<file path="src/rtl/hazard_fwd_ctrl.sv">
// Hazard / forwarding controller for an in-order pipeline. It shadows the destinations in flight
// after ID, raises the ID stall, and registers EXE-aligned forwarding selects.
module hazard_fwd_ctrl #(
  parameter int REG_AW = 4,
  parameter int DEPTH  = 3,
  parameter int FWD_EN = 1,
  parameter int SEL_W  = 2,
  parameter int CNT_W  = 32
) (
  input  logic              clk,
  input  logic              rst,
  input  logic              ext_freeze,
  input  logic              flush,
  input  logic              id_valid,
  input  logic [REG_AW-1:0] id_src1,
  input  logic              id_src1_used,
  input  logic [REG_AW-1:0] id_src2,
  input  logic              id_two_src,
  input  logic [REG_AW-1:0] id_dest,
  input  logic              id_wb_en,
  input  logic              id_mem_r_en,
  output logic              stall,
  output logic [SEL_W-1:0]  exe_fwd_sel1,
  output logic [SEL_W-1:0]  exe_fwd_sel2,
  output logic [CNT_W-1:0]  stall_cnt,
  input  logic              stall_cnt_clr
);

  // The WB slot writes through the register file and never matches, so only
  // slots 0..DEPTH-2 are kept. Only slot0 needs its load flag (load-use check).
  localparam int TRK = DEPTH - 1;

  logic [TRK-1:0]             valid_q;
  logic [TRK-1:0]             wb_q;
  logic [TRK-1:0][REG_AW-1:0] dest_q;
  logic                       load0_q;

  logic [TRK-1:0]   hit1, hit2;
  logic             load_use;
  logic             issue;
  logic [SEL_W-1:0] sel1_d, sel2_d, sel1_q, sel2_q;
  logic [CNT_W-1:0] cnt_d, cnt_q;

  // Lowest-numbered (youngest) matching slot j forwards from slot j+1 once the consumer is in EXE.
  function automatic logic [SEL_W-1:0] youngest(input logic [TRK-1:0] hits);
    logic [SEL_W-1:0] sel;
    sel = '0;
    for (int j = TRK - 1; j >= 0; j--) begin
      if (hits[j]) sel = SEL_W'(j + 1);
    end
    return sel;
  endfunction

  always_comb begin
    hit1 = '0;
    hit2 = '0;
    for (int j = 0; j < TRK; j++) begin
      hit1[j] = id_src1_used && valid_q[j] && wb_q[j] && (dest_q[j] == id_src1);
      hit2[j] = id_two_src   && valid_q[j] && wb_q[j] && (dest_q[j] == id_src2);
    end
  end

  assign load_use = (hit1[0] || hit2[0]) && load0_q;

  always_comb begin
    stall = 1'b0;
    if (id_valid && !flush) begin
      if (FWD_EN != 0) stall = load_use;
      else             stall = |(hit1 | hit2);
    end
  end

  assign issue = id_valid && !stall && !flush;

  always_comb begin
    sel1_d = '0;
    sel2_d = '0;
    if (FWD_EN != 0 && issue) begin
      sel1_d = youngest(hit1);
      sel2_d = youngest(hit2);
    end
  end

  always_comb begin
    cnt_d = cnt_q;
    if (stall_cnt_clr)              cnt_d = '0;
    else if (stall && cnt_q != '1)  cnt_d = cnt_q + CNT_W'(1);
  end

  always_ff @(posedge clk or posedge rst) begin
    if (rst) begin
      valid_q <= '0;
      wb_q    <= '0;
      dest_q  <= '0;
      load0_q <= 1'b0;
      sel1_q  <= '0;
      sel2_q  <= '0;
      cnt_q   <= '0;
    end else if (!ext_freeze) begin
      valid_q[0] <= issue;
      wb_q[0]    <= issue && id_wb_en;
      dest_q[0]  <= issue ? id_dest : '0;
      load0_q    <= issue && id_mem_r_en;
      for (int k = 1; k < TRK; k++) begin
        valid_q[k] <= valid_q[k-1];
        wb_q[k]    <= wb_q[k-1];
        dest_q[k]  <= dest_q[k-1];
      end
      sel1_q <= sel1_d;
      sel2_q <= sel2_d;
      cnt_q  <= cnt_d;
    end
  end

  assign exe_fwd_sel1 = sel1_q;
  assign exe_fwd_sel2 = sel2_q;
  assign stall_cnt    = cnt_q;

endmodule

</file>
<file path="config.mk">
export PLATFORM = sky130hd
export DESIGN_NAME = hazard_fwd_ctrl
export DESIGN_NICKNAME = d
export VERILOG_FILES = /design/src/rtl/hazard_fwd_ctrl.sv
export SDC_FILE = /design/constraint.sdc
export NUM_CORES = 1
export LEC_CHECK = 0
export BUFFER_PORTS_ARGS = -buffer_cell sky130_fd_sc_hd__buf_2
export CAP_MARGIN = 20
export CORE_UTILIZATION = 60
export CTS_CLUSTER_DIAMETER = 100
export DETAILED_ROUTE_END_ITERATION = 6
export HOLD_SLACK_MARGIN = 0.02
export PLACE_DENSITY_LB_ADDON = 0.05
export SLEW_MARGIN = 20
export SYNTH_ARGS = -nofsm -noshare
export SYNTH_HDL_FRONTEND = slang
export SYNTH_SLANG_ARGS = --single-unit
</file>
<file path="constraint.sdc">
create_clock -name clk -period 4.6 [get_ports clk]
set_clock_uncertainty 0.15 [all_clocks]
set_input_delay 1.38 -clock clk [delete_from_list [all_inputs] [get_ports clk]]
set_output_delay 1.38 -clock clk [all_outputs]
set_load 0.01 [all_outputs]
</file>
==> metrics.sh <==
POWER_REPORT.INTERNAL_TOTAL_mW=0.698
GRT_MAX_DEGREE=50
START_UTIL_PCT=63.4
NUMCTSBUFFERS=5
CLOCK_POWER_SHARE_PCT=39.9
ANT_NETS=0
ANTENNA_CELLS=0
YS.FLOP_TYPE='dfrtp_1'
HTREE_LEVELS=2
IR_WORST_VDD_uV=185
CLK-INSERTION-DELAY-LATE_NS=0.31
OUTCOME='finished, final reports clean'
SETUP_VIOL=0
LAYOUT_NETS=402
DIE-HEIGHT_UM=73.1
TIMING.CRITICAL_PATH.SLOWEST_CELL_DELAY_NS=0.18
POWER.SHARE.SWITCHING_PCT=24.4
SETUP.WORST_PATH.CLASS='in2out'
GRT_PASS1_VIAS=2694
WORSTPATHARRIVAL_NS=2.42
CRITPATHMAXFANOUT=8
REPORT.POWER.TOTAL_mW=0.924
POST_SYNTHESIS_MEAN_INSTANCE_AREA_UM2=9.19
ROUTE.VIAS.TOTAL=2939
WORST_PATH_DOMINANT_CELL_FAMILY='buffers and inverters'
CTSHOLDBUFFERS=0
GR-USAGE-ALL-LAYERS_PCT=31.7
AVERAGE_WIRE_PER_CELL_IN_THE_ROUTED_DESIGN_UM=17.8
DPL-INSTANCE-AREA_MM2=0.00336
TOP_AREA_CELL_TYPE_SHARE_OF_THE_NETLIST_AREA_PCT=40.4
DIEAREA_MM2=0.00534
PLACEMENT.SETUP.WORST_SLACK_NS=0.709
WORSTPATHBUFFERINVERTERCOUNT=4
MAX-CLOCK-PATH-BUFFERS=2
TIGHTEST_SLEW_NS=0.898
CLK_ROOT_BUFFER_CELL='clkbuf_8'
SYNTH_CELLS=330
DRT-PASS1-ITER-COUNT=5
SYNTH_AREA_LEADERS='dfrtp_1, nand2_1, nand3_1, a22o_1, o311ai_0'
HOLD_PATH_CLASS='reg2reg'
MAX_CAP_VIOL_COUNT=0
HPWL_UM=5280
YS_SEQ_ELEMENTS=49
CRITICAL-PATH-SLOWEST-CELL='buf_4'
DIE_WIDTH_UM=73.1
PLACEABLECOREAREA_MM2=0.00479
AREA_DELTA_SYNTH_FINAL_PCT=15.3
PATH_COMMON_CELL='buf_2'
GPL.FINAL_WEIGHTED_CONGESTION=0.938
CTS_RESIZED=0
TIMING.CRITICAL_PATH.FROM_TYPE='input pin'
POSTCTSSETUPREPAIRBUFS=0
POST-ROUTE-MIN-PERIOD_NS=3.95
LAYOUT.CELLS.MOST_COMMON='buf_2'
FINAL_MIN_PERIOD_OVER_CLOCK_PERIOD_PCT=85.8
DETAILEDROUTE.FIRSTITERATIONVIOLATIONS=242
POSTLAYOUTSETUPSLACKWORST_NS=0.652
RSZ0062_AT_GRT='false'
SYN-CELL-AREA_MM2=0.00303
SYNTH_AREA_LEADER_CELL='dfrtp_1'
FLOORPLAN.ROWS=25
POST-ROUTE-DRC-COUNT=0
MAX_CLOCK_FREQ_MHz=253
VIASPERCELL=6.57
CRIT_PATH_CELL_TRACE='buf_2 -> xnor2_1 -> nand3_1 -> nor2_1 -> buf_4 -> o21ai_1 -> inv_1 -> buf_2'
SYNTH_NETS=353
POST_ROUTE_CELLS_DRIVE_ABOVE_1_SHARE_PCT=25.3
FINAL_UTIL_PCT=73.1
FINALMAXSLEWVIOLATIONS=0
WORSTSETUPENDPOINTTYPE='output port'
WORST_SLEW_MARGIN_REL_PCT=39.6
COMB_POWER_SHARE_PCT=9.9
GR-TOTAL-OVERFLOW=0
TIMING.SETUP.TNS_NS=0
GRT_PASS1_WL_UM=12900
POWER_DISSIPATED_BY_SWITCHING_NET_LOADS_mW=0.225
SEQPWRFRAC_PCT=50.2
POSTLAYOUTCELLAREA_MM2=0.00350
SEQ_AREA_FRAC_SYNTH_PCT=40.4
PLACE.PORT_BUFFERS=58
FINAL-HOLD-VIOLATION-COUNT=0
CLOCK_TREE_FROM_TRITONCTS='yes'
PATH_CLK_SLEW_NS=0.09
WORSTPATHREQUIRED_NS=3.07
ANTENNA_FOUND_INITIAL=0
POWER_DENSITY_mW_PER_MM2=264
TOP_LEVEL_PORTS=59
YS_WARN_COUNT=0
SYNTH-EDFF-COUNT=0
YS_TYPES=65
ROUTED_WL_UM=7950
CTS.SINK_COUNT=49
ASYNCSETRESETFLOPFRACSYNTH_PCT=100
MOSTFREQUENTLAYOUTCELLS='buf_2, dfrtp_1, nand2_1'
CELLLEAKAGEPOWER_nW=1.60
==> layer usage <==
layer  track usage, %  part of all wire, %  vias up
li1                 -                    -     1371
met2             49.3                   48      129
met5                0                    0        -
met4             13.1                  1.8        0
met1             44.7                   44     1421
met3             3.87                  6.4       18
==> worst reg2reg max path: stages (launching register included) <==
cell,delay (ns)
dfrtp_1,0.49
nand4_1,0.32
nor4_1,0.74
nand3_1,0.64
a21oi_1,0.74
a2bb2oi_1,0.25
==> final timing paths <==
path,startpoint,end,slack [ns],cells after the start
setup / recovery,id_src1[2],stall,0.65,8
hold reg to reg,exe_fwd_sel1[1],exe_fwd_sel1[1],0.37,1
setup reg to reg,stall_cnt[24],stall_cnt[0],1.19,5
hold / removal,exe_fwd_sel1[1],exe_fwd_sel1[1],0.37,1
min in group asynchronous,rst,stall_cnt[31],1.04,2
max in group asynchronous,rst,dest_q[1],2.76,2
==> kinds of logic (layout without fill, tap and decap cells) <==
family | count (synthesis) | in the layout | synth area share [%]
AO/OA/AOI/OAI | 79 | 79 | 21.9
flip-flops | 49 | 49 | 40.4
XOR/XNOR | 16 | 16 | 4.62
AND/OR/NAND/NOR | 148 | 148 | 26.2
multiplexers | 7 | 7 | 2.56
adder cells (fa/ha/maj) | 1 | 1 | 0.412
buffers and inverters | 30 | 80 | 3.84
==> area by class of cell <==
class	instances	area (µm²)
well taps	67	83.8
repair buffers	63	328
inverters	9	35.0
clock buffers	5	68.8
fillers	389	1290
clock inverters	3	65.1
flip-flops and latches	49	1230
multi-input cells	251	1690
==> power groups by stage <==
stage	registers (mW)	logic, mW	clock network [mW]
detailed placement	0.471	0.0914	0
finish	0.463	0.0918	0.369
floorplan	0.470	0.0581	0
CTS	0.462	0.0920	0.372
global placement	0.470	0.0891	0
global route	0.465	0.102	0.383
==> per-stage QoR <==
stage	std cells	hold WS, ns
6_report	447	0.372
5_1_grt	447	0.398
4_1_cts	447	0.377
3_5_place_dp	439	0.353
3_3_place_gp	439	0.342
2_1_floorplan	330	0.329
==> state kept, by name, summed over array words and instances (netlist names) <==
signal / count
wb_q: 2
dest_q: 8
exe_fwd_sel1: 2
stall_cnt: 32
exe_fwd_sel2: 2
load0_q: 1
valid_q: 2
==> Yosys cell counts (5+ instances only) <==
cell type  instances
a22o_1            11
clkbuf_1          17
dfrtp_1           49
inv_1              9
mux2_2             6
nand2_1           35
nand3_1           23
nand4_1            8
nor2_1            19
nor2b_1            5
nor3_1            11
nor4_1             9
o211ai_1           6
o21ai_0            7
o311ai_0          10
or2_2              5
or3_1              6
xnor2_1           10
xor2_1             6
(Power assumes the default switching activity.)
